--- src/rtl/alu_mc.sv ---
// alu_mc: clocked multi-cycle EX-stage ALU.
// Single-cycle logic ops plus iterative unsigned multiply/divide.
//
// Ports:
//   clk, reset      rising-edge clock, async active-high reset
//   start           request, sampled only while idle
//   gin[2:0]        ALU control, sampled with start
//   a, b            operands, sampled with start
//   busy            high while a multi-cycle op iterates
//   done            one-cycle pulse when results are valid
//   sum, hi         primary / secondary result (registered)
//   zout            sum == 0 (registered)
//   overflow        arithmetic overflow of the last op
//   dz              divide by zero on the last op
module alu_mc #(
    parameter int WIDTH = 32,
    parameter int CNT_W = 6
) (
    input  logic             clk,
    input  logic             reset,
    input  logic             start,
    input  logic [2:0]       gin,
    input  logic [WIDTH-1:0] a,
    input  logic [WIDTH-1:0] b,
    output logic             busy,
    output logic             done,
    output logic [WIDTH-1:0] sum,
    output logic [WIDTH-1:0] hi,
    output logic             zout,
    output logic             overflow,
    output logic             dz
);

    typedef enum logic [1:0] {
        S_IDLE,
        S_CALC,
        S_FIN
    } state_t;

    localparam logic [2:0] OP_AND = 3'b000;
    localparam logic [2:0] OP_OR  = 3'b001;
    localparam logic [2:0] OP_ADD = 3'b010;
    localparam logic [2:0] OP_MUL = 3'b011;
    localparam logic [2:0] OP_DIV = 3'b100;
    localparam logic [2:0] OP_NOR = 3'b101;
    localparam logic [2:0] OP_SUB = 3'b110;
    localparam logic [2:0] OP_SLT = 3'b111;

    localparam int MSB = WIDTH - 1;
    localparam logic [CNT_W-1:0] LAST = CNT_W'(WIDTH - 1);

    state_t           r_state;
    logic [CNT_W-1:0] r_cnt;
    logic             r_mul;
    // r_acc: product high half / partial remainder
    // r_mq : multiplier (shifted out) / dividend->quotient
    // r_m  : multiplicand / divisor
    logic [WIDTH-1:0] r_acc;
    logic [WIDTH-1:0] r_mq;
    logic [WIDTH-1:0] r_m;

    logic             r_busy;
    logic             r_done;
    logic [WIDTH-1:0] r_sum;
    logic [WIDTH-1:0] r_hi;
    logic             r_zout;
    logic             r_ovf;
    logic             r_dz;

    // ---------------- single-cycle datapath ----------------
    logic [WIDTH-1:0] w_add;
    logic [WIDTH-1:0] w_sub;
    logic [WIDTH-1:0] w_res;
    logic             w_ovf;
    logic             w_slt;

    assign w_add = a + b;
    assign w_sub = a - b;

    // Signs differ: a<b exactly when a is negative, so the
    // (possibly overflowed) difference is only trusted otherwise.
    assign w_slt = (a[MSB] != b[MSB]) ? a[MSB] : w_sub[MSB];

    always_comb begin
        w_res = '0;
        w_ovf = 1'b0;
        unique case (gin)
            OP_AND: w_res = a & b;
            OP_OR:  w_res = a | b;
            OP_NOR: w_res = ~(a | b);
            OP_ADD: begin
                w_res = w_add;
                w_ovf = (a[MSB] == b[MSB]) && (w_add[MSB] != a[MSB]);
            end
            OP_SUB: begin
                w_res = w_sub;
                w_ovf = (a[MSB] != b[MSB]) && (w_sub[MSB] != a[MSB]);
            end
            OP_SLT: w_res = {{(WIDTH-1){1'b0}}, w_slt};
            OP_MUL: w_res = '0;
            OP_DIV: w_res = '0;
        endcase
    end

    // ---------------- iterative step ----------------
    logic [WIDTH:0]   w_madd;
    logic [WIDTH:0]   w_trial;
    logic [WIDTH-1:0] w_dsub;
    logic             w_ge;
    logic [WIDTH-1:0] w_nacc;
    logic [WIDTH-1:0] w_nmq;

    // Multiply: add multiplicand when the current multiplier LSB is
    // set, then shift {carry, acc, mq} right by one.
    assign w_madd = {1'b0, r_acc} + (r_mq[0] ? {1'b0, r_m} : '0);

    // Divide: shift next dividend bit into the remainder and try a
    // subtraction. The remainder stays below the divisor, so the
    // trial needs one extra bit but the difference never does.
    assign w_trial = {r_acc, r_mq[MSB]};
    assign w_ge    = (w_trial >= {1'b0, r_m});
    assign w_dsub  = w_trial[WIDTH-1:0] - r_m;

    always_comb begin
        if (r_mul) begin
            w_nacc = w_madd[WIDTH:1];
            w_nmq  = {w_madd[0], r_mq[WIDTH-1:1]};
        end else begin
            w_nacc = w_ge ? w_dsub : w_trial[WIDTH-1:0];
            w_nmq  = {r_mq[WIDTH-2:0], w_ge};
        end
    end

    // ---------------- control FSM ----------------
    always_ff @(posedge clk or posedge reset) begin
        if (reset) begin
            r_state <= S_IDLE;
            r_cnt   <= '0;
            r_mul   <= 1'b0;
            r_acc   <= '0;
            r_mq    <= '0;
            r_m     <= '0;
            r_busy  <= 1'b0;
            r_done  <= 1'b0;
            r_sum   <= '0;
            r_hi    <= '0;
            r_zout  <= 1'b1;
            r_ovf   <= 1'b0;
            r_dz    <= 1'b0;
        end else begin
            unique case (r_state)
                S_IDLE: begin
                    r_done <= 1'b0;
                    if (start) begin
                        if (gin == OP_MUL ||
                            (gin == OP_DIV && b != '0)) begin
                            r_state <= S_CALC;
                            r_busy  <= 1'b1;
                            r_cnt   <= '0;
                            r_mul   <= (gin == OP_MUL);
                            r_acc   <= '0;
                            r_mq    <= (gin == OP_MUL) ? b : a;
                            r_m     <= (gin == OP_MUL) ? a : b;
                        end else if (gin == OP_DIV) begin
                            r_state <= S_FIN;
                            r_done  <= 1'b1;
                            r_sum   <= '1;
                            r_hi    <= a;
                            r_zout  <= 1'b0;
                            r_ovf   <= 1'b0;
                            r_dz    <= 1'b1;
                        end else begin
                            r_state <= S_FIN;
                            r_done  <= 1'b1;
                            r_sum   <= w_res;
                            r_hi    <= '0;
                            r_zout  <= ~|w_res;
                            r_ovf   <= w_ovf;
                            r_dz    <= 1'b0;
                        end
                    end
                end
                S_CALC: begin
                    r_acc <= w_nacc;
                    r_mq  <= w_nmq;
                    r_cnt <= r_cnt + CNT_W'(1);
                    if (r_cnt == LAST) begin
                        r_state <= S_FIN;
                        r_busy  <= 1'b0;
                        r_done  <= 1'b1;
                        r_sum   <= w_nmq;
                        r_hi    <= w_nacc;
                        r_zout  <= ~|w_nmq;
                        r_ovf   <= r_mul && (w_nacc != '0);
                        r_dz    <= 1'b0;
                    end
                end
                S_FIN: begin
                    r_done  <= 1'b0;
                    r_state <= S_IDLE;
                end
                default: begin
                    r_state <= S_IDLE;
                    r_busy  <= 1'b0;
                    r_done  <= 1'b0;
                end
            endcase
        end
    end

    assign busy     = r_busy;
    assign done     = r_done;
    assign sum      = r_sum;
    assign hi       = r_hi;
    assign zout     = r_zout;
    assign overflow = r_ovf;
    assign dz       = r_dz;

endmodule

--- config.mk ---
export PLATFORM = sky130hd
export DESIGN_NAME = alu_mc
export DESIGN_NICKNAME = d
export VERILOG_FILES = /design/src/rtl/alu_mc.sv
export SDC_FILE = /design/constraint.sdc
export NUM_CORES = 1
export LEC_CHECK = 0
export ABC_AREA = 1
export BUFFER_PORTS_ARGS = -buffer_cell sky130_fd_sc_hd__buf_2
export CAP_MARGIN = 20
export CELL_PAD_IN_SITES_DETAIL_PLACEMENT = 0
export CELL_PAD_IN_SITES_GLOBAL_PLACEMENT = 2
export CORE_UTILIZATION = 37
export CTS_BUF_LIST = sky130_fd_sc_hd__clkbuf_8
export CTS_CLUSTER_DIAMETER = 40
export DETAILED_ROUTE_END_ITERATION = 10
export GPL_TIMING_DRIVEN = 0
export PLACE_DENSITY_LB_ADDON = 0.1
export SLEW_MARGIN = 20
export SYNTH_ARGS = -nofsm -noshare
export SYNTH_HDL_FRONTEND = slang
export SYNTH_SLANG_ARGS = --single-unit
--- constraint.sdc ---
create_clock -name clk -period 8.16 [get_ports clk]
set_clock_uncertainty 0.15 [all_clocks]
set_input_delay 0.408 -clock clk [delete_from_list [all_inputs] [get_ports clk]]
set_output_delay 0.408 -clock clk [all_outputs]
set_load 0.02 [all_outputs]
Word-level counts from Yosys, hierarchy flattened
Cells that the tools add are included.
- register bits after elaboration: 174
- input bits: 70
- output and inout bits: 69
- add/sub/neg operators: 5
- order comparisons: 1
- eq/ne operators: 18
- mux-type cells: 54
- bitwise gates (word level): 4
- reductions and logical operators: 20
- operator list (operator ; number):
    two-way mux 32 bit ; 18
    one-hot mux 32 bit (2 select lines) ; 4
    one-hot mux 32 bit (7 select lines) ; 1
    nonzero test 32 bit ; 2
    OR reduction 32 bit ; 2
    subtractor 32 bit ; 2
    adder 32 x 32 -> 33 bit ; 1
    greater-or-equal comparator 33 x 32 -> 1 bit ; 1
    adder 32 bit ; 1
    bitwise AND 32 bit ; 1
    NOT 32 bit ; 1
    OR 32 bit ; 1
    two-way mux 1 bit ; 18
    == test 3 bit (second input constant) ; 4
    two-way mux 6 bit ; 2
    one-hot mux 6 bit (2 select lines) ; 1
    one-hot mux 1 bit (2 select lines) ; 5
    != test 2 bit (second input constant) ; 4
    AND reduction 4 bit ; 2
    adder 6 x 1 -> 6 bit (second input constant) ; 1
    == test 3 x 2 -> 1 bit (second input constant) ; 2
    == test 6 x 5 -> 1 bit (second input constant) ; 1
    two-way mux 2 bit ; 3
    AND reduction 3 bit ; 2
    16 further kinds ; 22

Depth between registers and ports, before layout
Gate-level depths: netlist of run 1.
- word-level depth: 9
- depth in mapped cells: 30
- mapped depth without buffers: 30

Worst setup path before layout of run 1
Ideal clock, no wire load.
- path type: in2reg
- start: in a[8]
- end: reg r_zout, in the netlist zout
- arrival time: 3.310 ns
- required time: 7.937 ns
- setup slack: 4.627 ns
- stages: 29
- buffers on the path: 1
- cells stage by stage: inv_1 ha_1 buf_2 nor2_1 inv_1 o21ai_0 a21oi_1 nand2_1 nand3_1 nand2_1 a21oi_1 nor2_1 nor2_1 fa_1 nand2_1 nor2_1 a31oi_1 nand2_1 nor3_1 nand2_1 nor2_1 nand3_1 nor2_1 nand3_1 nor2_1 nand3_1 nor2_1 nand3_1 a21oi_1
- longest elaborated chain between the ends: 9
- elaborated cells on any way between the ends: 13
- classes of those cells: add/sub: 2; mux: 6; bitwise: 3; reduce/logical: 2
- ends and longest elaborated chain (item ; RTL line ; text):
    start: declaration ; 23 ; input logic [WIDTH-1:0] a,
    subtractor 32 bit or OR 32 bit (tied branches) ; 78, 89, 90 ;
    two-way mux 1 bit or NOT 32 bit (tied branches) ; 82, 90 ;
    one-hot mux 32 bit (7 select lines) * ; 87 ; unique case (gin)
    OR reduction 32 bit * ; 177 ; r_zout <= ~|w_res;
    logical NOT 1 bit * ; 177 ;
    two-way mux 1 bit * ; 164 ; end else if (gin == OP_DIV) begin
    two-way mux 1 bit * ; 155 ; if (gin == OP_MUL ||
    two-way mux 1 bit * ; 154 ; if (start) begin
    one-hot mux 1 bit (2 select lines) * ; 151 ; unique case (r_state)
    end signal: assignment ; 177 ;
    end signal: assignment ; 193 ; r_zout <= ~|w_nmq;
    end: declaration ; 66 ; logic r_zout;
Every way passes the cells marked *; elsewhere a longest branch is shown, timed or not. The select of a mux whose other input is x is not followed.
A chain may end at the register's enable or synchronous reset.

Worst setup path after layout of run 1
- start: in a[1]
- end: reg r_zout, in the netlist zout
Same word-level chain as after synthesis.

==> summary.md, run 1 <==
| Metric | Value |
|---|---|
| Reg2Reg Setup Slack | `3440 ps` |
| R2r startpoint | `r_mq[0]` |
| Post-CTS Setup Bufs | `0` |
| Largest net degree at the start of global routing | `98` |
| WP buf/inv | `3` |
| Final WL | `97200 um` |
| CP startpoint kind | `primary input` |
| CP endpoint kind | `register` |
| Worst slew margin | `0.269` |
| LEAKAGE | `11.4 nW` |
| Share of layout cells above drive strength 1 | `0.0794` |
| Post-synthesis sequential area ratio | `0.221` |
| Power Density | `344 mW/mm^2` |
| Total core area | `0.0527 sq mm` |
| Avg Cell Area, Syn | `5.95 sq um` |
| CP top delay family | `simple AND/OR/NAND/NOR gates` |
| Chip width | `233 um` |
| GRT Total Usage | `0.354` |
| Post-synthesis mux area share | `0` |
| Starting Density | `0.374` |
| Sw frac | `0.585` |
| Post-Syn Area | `0.0197 sq mm` |
| Antenna cells | `0` |
| H-tree Lvls | `4` |
| Area Overhead vs Synth | `10.1%` |
| Pre-CTS setup slack | `2910 ps` |
| Psw | `4.37 mW` |
| Vias in the first global route | `21700` |
| Root Buffer | `clkbuf_8` |
| DP Area | `0.0213 sq mm` |
| Final setup fails | `0` |
| DIE AREA | `0.0542 sq mm` |
| Most common cell on crit path | `nand2_1` |
| R2R depth | `23` |
| First-pass GRT wire length | `139000 um` |
| Flop pwr share | `0.221` |
| Clock transition at path regs | `100 ps` |
| Hold Vio Cnt, Final | `0` |
| Mapped Cells | `3316` |
| Critical path class | `in -> reg` |
| Final Max Slew Viols | `0` |
| Syn Nets | `3563` |
| Asr flop ratio synth | `1.00` |
| Wirelength per Cell | `23.3 um` |
| Worst Path Max Fanout | `5` |
| CTS tree | `built` |
| Setup TNS | `0 ps` |
| Simple-gate share of the synthesized area | `0.368` |
| Final antenna-violating net count | `0` |
| Slack of the critical path | `3350 ps` |
| Worst IR drop on VDD | `149 uV` |
| Netlist cell types | `45` |
| Design Power | `7.47 mW` |
| Commonest cells after routing, fill and taps aside | `nand2_1, inv_1, nor2_1` |
| # port buffers | `138` |
| Drt pass-1 iters | `6` |
| Vias | `22800` |
| Combinational share of power | `0.697` |
| Row cnt | `84` |
| Adder-Cell Fraction of Synth Area | `0.114` |
| Dpl hpwl | `82400 um` |
| Largest family of logic cells by synthesized area | `simple AND/OR/NAND/NOR gates` |
| Crit-path slowest cell | `fa_1` |
| Drt initial violations | `1828` |
| RePlAce Congestion | `1.06` |
| Max Root-Sink Buffers | `2` |
| Worst hold stages | `3` |
| Finished Layout Cells | `4177` |
| Number of flops mapped to enable cells by yosys | `0` |
| Fin crit share | `0.589` |
| Total clock buffers created by CTS | `17` |
| Unrepaired setup endpoints after global routing | `false` |
| IO Pins | `139` |
| Critical R2R Capture | `overflow` |
| Max incr delay on CP | `510 ps` |
| Worst Tran Pin Value | `1090 ps` |
| Clock share of power | `0.082` |
| Total internal power | `3.10 mW` |
| Post-CTS sizing | `0` |
| Status | `finished, final reports clean` |
| Chip height | `233 um` |
| Most common cell after layout, fill and taps aside | `nand2_1` |
| Max cap viols | `0` |
| Worst path required time | `8440 ps` |
| Post-synthesis compound-gate area fraction | `0.175` |
| Crit path time final | `4810 ps` |
| GRT overflow | `0` |
| Clk_lat worst skew | `500 ps` |
| Via/cell ratio | `5.45` |
| Class of the most critical hold timing path | `in -> reg` |
| Final #Nets | `3723` |
| Final Cell Area | `0.0217 sq mm` |
| Post-synthesis xor/xnor area fraction | `0.00355` |
| Fmax | `0.208 GHz` |
| DRC | `0` |
| FF+latch count, synth | `174` |
| CP arrival | `5090 ps` |
| Hold path endpoint | `r_m[0]` |
| Hold path start | `a[0]` |
| Primary FF master, synth | `dfrtp_1` |
| Ys Warns | `0` |
| Placed Instances | `4144` |
| Clk sinks | `174` |
| Initial antenna violation count | `1` |
## routing by layer
metal  wire length, um  GRT usage  vias to the layer above
li1                  -          -                    11100
met1             40200      0.434                    10600
met2             46000      0.607                      827
met3              4930     0.0308                      197
met4              5980      0.201                        0
met5                 0          0                        -
## final cells by class
| type | count | area [sq um] |
|---|---|---|
| inverters | 480 | 1810 |
| clock inverters | 14 | 131 |
| well taps | 688 | 861 |
| clock buffers | 18 | 248 |
| flip-flops and latches | 174 | 4360 |
| multi-input cells | 2550 | 13000 |
| plain buffers | 112 | 524 |
| fillers | 5956 | 31000 |
| repair buffers | 141 | 736 |
## registers in the layout (all words and copies together), names as in the netlist, 2 cells and up
signal   count
r_m         32
r_acc       32
sum         32
r_cnt        6
r_mq        32
r_state      2
hi          32
## how the worst max path moves through the flow
stage,startpoint,endpoint,slack (ps),cells past startpoint
detailed placement,a[1],zout,2910,31
CTS,a[1],zout,3410,31
floorplan,reset,busy,2890,1
finish,a[1],zout,3350,31
global route,a[1],zout,2990,31
global placement,reset,r_m[28],780,2
## cells in the mapped netlist (3+ instances only)
cell | n | area (sq um)
o211ai_1 | 34 | 255
nand3b_1 | 18 | 135
buf_4 | 3 | 22.5
a21oi_2 | 7 | 61.3
clkbuf_1 | 58 | 218
o21ai_1 | 7 | 35.0
xnor2_1 | 4 | 35.0
nor2_1 | 382 | 1430
o21ai_0 | 257 | 1290
and3_1 | 4 | 25.0
a21o_1 | 5 | 37.5
a211oi_1 | 3 | 22.5
a21oi_1 | 241 | 1210
dfrtp_1 | 173 | 4330
buf_2 | 38 | 190
nor3_1 | 35 | 175
nand4_1 | 59 | 369
nand2_1 | 928 | 3480
inv_1 | 464 | 1740
xor2_1 | 4 | 35.0
inv_2 | 14 | 52.6
o21bai_1 | 14 | 105
ha_1 | 172 | 2150
nor2_2 | 12 | 75.1
nor4_1 | 17 | 106
nand3_1 | 244 | 1220
or2_2 | 8 | 50.1
nand3_2 | 6 | 60.1
a31oi_1 | 61 | 382
fa_1 | 5 | 100
nand2_2 | 7 | 43.8
buf_6 | 6 | 67.6
a21boi_0 | 3 | 22.5
buf_1 | 7 | 26.3
## stage by stage
| stage | hold WS [ps] | util |
|---|---|---|
| after global routing | 68.7 | 0.412 |
| after CTS | 53.4 | 0.412 |
| after global placement | 319 | 0.404 |
| final | 77.0 | 0.412 |
| after detailed placement | 325 | 0.405 |
| after floorplan | 306 | - |
## worst register-to-register path: stages, from the launching register on
cell      delay (ps)
dfrtp_1          330
clkbuf_1         360
clkbuf_1         740
nand2_1          100
inv_1             90
ha_1             250
fa_1             300
nand2_1          120
o21ai_0          420
nand2_1           90
nand2_1          140
nand2_1          110
nand2_1          210
nand2_1           80
nand3_1          110
nand2_1          110
nor2_1            90
nand2_1           70
nor2_1           100
nand2_1           60
nor2_1           280
nand3_1          150
nand2_1           90
a21oi_1           60
## power by group through the flow
stage | logic, mW | registers (mW) | clock network, mW
5_1_grt | 5.72 | 1.68 | 0.647
2_1_floorplan | 3.25 | 1.70 | 0
4_1_cts | 5.14 | 1.64 | 0.611
3_3_place_gp | 5.08 | 1.64 | 0
3_5_place_dp | 5.12 | 1.65 | 0
6_report | 5.20 | 1.65 | 0.612
## cells by family after synthesis
logic type | Yosys count
and+or+nand+nor | 1728
adders and majority gates | 177
xor gates and xnor gates | 8
DFF | 174
AOI/OAI and AO/OA | 637
buffers and inverters | 592
## repair_timing
| action | in CTS | in global routing |
|---|---|---|
| hold buffers | 1 | 0 |
| hold endpoints to repair | 77 | 0 |
| endpoints found under the setup margin | 0 | 0 |
Power figures use the tool's default switching activity.
==> run 2: changes to the inputs <==
- CORE_UTILIZATION: 37 -> 34
- clock period: 8.16 -> 4.8 ns (I/O delays scaled with it)
==> run 2 against run 1 <==
  * Clock-buffer cell count down 1
  * Setup slack got worse by 3100 ps
  * Combinational power grew 71%
  * Flip-flop and latch count did not move
  * Critical path type unchanged
==> summary.md, run 2 (synthesis gave the netlist of run 1 again) <==
| Metric | Value |
|---|---|
| RePlAce Congestion | `1.04 (-1.2%)` |
| Final Max Slew Viols | `0 (unchanged)` |
| H-tree Lvls | `4 (unchanged)` |
| DRC | `0 (unchanged)` |
| CP arrival | `4780 ps (-310 ps)` |
| Clk sinks | `174 (unchanged)` |
| Flop pwr share | `0.219 (-0.002)` |
| Max cap viols | `0 (unchanged)` |
| Sw frac | `0.586 (+0.000614)` |
| Combinational share of power | `0.699 (+0.002)` |
| Final core utilization | `0.387 (-0.0249)` |
| Total internal power | `5.28 mW (+70%)` |
| Starting Density | `0.347 (-0.0275)` |
| Smallest hold slack | `32.4 ps (-44.6 ps)` |
| Multi-input combinational cell area | `0.0131 sq mm (about the same)` |
| Clk_lat worst skew | `490 ps (about the same)` |
| Total clock buffers created by CTS | `17 (unchanged)` |
| DIE AREA | `0.0590 sq mm (+8.7%)` |
| Clock transition at path regs | `100 ps (about the same)` |
| Worst IR drop on VDD | `260 uV (+74%)` |
| Commonest cells after routing, fill and taps aside | `nand2_1, inv_1, nor2_1` |
| Worst slew margin | `0.220 (-0.0486)` |
| Initial antenna violation count | `3 (+2)` |
| Crit-path slowest cell | `fa_2` |
| Dpl hpwl | `85300 um (+3.5%)` |
| Hold Vio Cnt, Final | `0 (unchanged)` |
| GRT overflow | `0 (unchanged)` |
| Row cnt | `87 (+3.6%)` |
| Most common cell after layout, fill and taps aside | `nand2_1` |
| GRT Total Usage | `0.334 (-0.0199)` |
| Share of layout cells above drive strength 1 | `0.0821 (+0.00275)` |
| Psw | `7.47 mW (+71%)` |
| Layout fillers | `6503 (+9.2%)` |
| Root Buffer | `clkbuf_8` |
| Vias in the first global route | `22400 (+3.4%)` |
| Most common cell on crit path | `nand2_1` |
| CP endpoint kind | `register` |
| CP startpoint kind | `primary input` |
| Largest net degree at the start of global routing | `35 (-64%)` |
| Wirelength per Cell | `23.4 um (+0.66%)` |
| Power Density | `579 mW/mm^2 (+68%)` |
| Area Overhead vs Synth | `11.6%` |
| Worst path required time | `5060 ps (-3380 ps)` |
| Chip width | `243 um (+4.3%)` |
| Vias | `22700 (-0.097%)` |
| CTS tree | `built` |
| Drt pass-1 iters | `6 (unchanged)` |
| Fmax | `0.221 GHz` |
| Crit path time final | `4510 ps` |
| Final #Nets | `3740 (+0.46%)` |
| Setup TNS | `0 ps (unchanged)` |
| # port buffers | `138 (unchanged)` |
| Drt initial violations | `1960 (+7.2%)` |
| Seq. cell area | `0.00436 sq mm (unchanged)` |
| IO Pins | `139 (unchanged)` |
| Final WL | `99800 um (+2.8%)` |
| Chip height | `243 um (+4.3%)` |
| Status | `finished, final reports clean` |
| Class of the most critical hold timing path | `in -> reg` |
| Critical path class | `in -> reg` |
| Via/cell ratio | `5.33 (-2.1%)` |
| Max incr delay on CP | `430 ps (-80 ps)` |
| LEAKAGE | `11.5 nW (+0.71%)` |
| Final antenna-violating net count | `0 (unchanged)` |
| Clock share of power | `0.082 (about the same)` |
| Max Root-Sink Buffers | `2 (unchanged)` |
| Worst Path Max Fanout | `5 (unchanged)` |
| Final setup fails | `0 (unchanged)` |
| Worst Tran Pin Value | `1170 ps (+72.6 ps)` |
| Total core area | `0.0568 sq mm (+7.9%)` |
| Fin crit share | `0.941` |
| First-pass GRT wire length | `145000 um (+4.1%)` |
[run 2: changes by cell type in the layout (fill, tap and decap cells not counted), moves of 2 or more]
cell           previous run  this run
diode_2                   0         2
dlygate4sd3_1             1        14
inv_1                   467       465
buf_12                    0         5
inv_6                     0         3
[run 2: worst paths after layout]
kind,to,cells after the start,slack (ps),startpoint
min in group asynchronous,dz,3,190,reset
max in group asynchronous,r_acc[26],6,3250,reset
worst min-delay path,hi[22],3,30,a[22]
worst max-delay path,zout,31,290,a[1]
worst max register to register,overflow,23,370,r_mq[0]
worst min register to register,sum[1],2,340,sum[1]
[run 2: repair_timing]
action / in CTS / in global routing
endpoints found under the hold margin: 36 / 0
gates resized for setup: 0 / 6
hold buffers: 14 / 0
buffers inserted: 0 / 0
setup endpoints to repair: 0 / 2
[run 2: metal layers]
layer  part of all wire  wire length (um)  GRT usage
met4              0.056              5550      0.172
met1               0.42             42100      0.410
met2               0.48             47900      0.581
met3              0.042              4240     0.0291
met5                  0                 0          0
[run 2: critical path, delay by kind of cell]
| family | cells | cell delay [ps] |
|---|---|---|
| AOI/OAI and AO/OA | 4 | 670 |
| adders and majority gates | 2 | 790 |
| buffers and inverters | 3 | 470 |
| and+or+nand+nor | 22 | 2630 |
[run 2: metrics by stage]
step	setup WS (ps)	area (sq um)	cells	total power, mW
floorplan	1440	19700	3316	8.41
global placement	-383	21400	4210	11.5
detailed placement	-418	21500	4216	11.6
CTS	56.3	22000	4262	12.7
global route	-2.70	22000	4263	13.8
finish	285	22000	4264	12.7
[run 2: final cells by class]
type,count,area share
repair buffers,158,0.0426
plain buffers,112,0.0239
multi-input cells,2550,0.593
inverters,480,0.0820
flip-flops and latches,174,0.198
clock inverters,15,0.00665
well taps,756,0.0430
diodes,2,0.000227
clock buffers,17,0.0106
[run 2: power by group through the flow]
stage	Clock, mW	Combinational, mW	Sequential [mW]
after floorplan	0	5.52	2.89
after global placement	0	8.73	2.80
after detailed placement	0	8.77	2.81
after CTS	1.06	8.83	2.78
after global routing	1.11	9.84	2.85
final	1.04	8.91	2.80
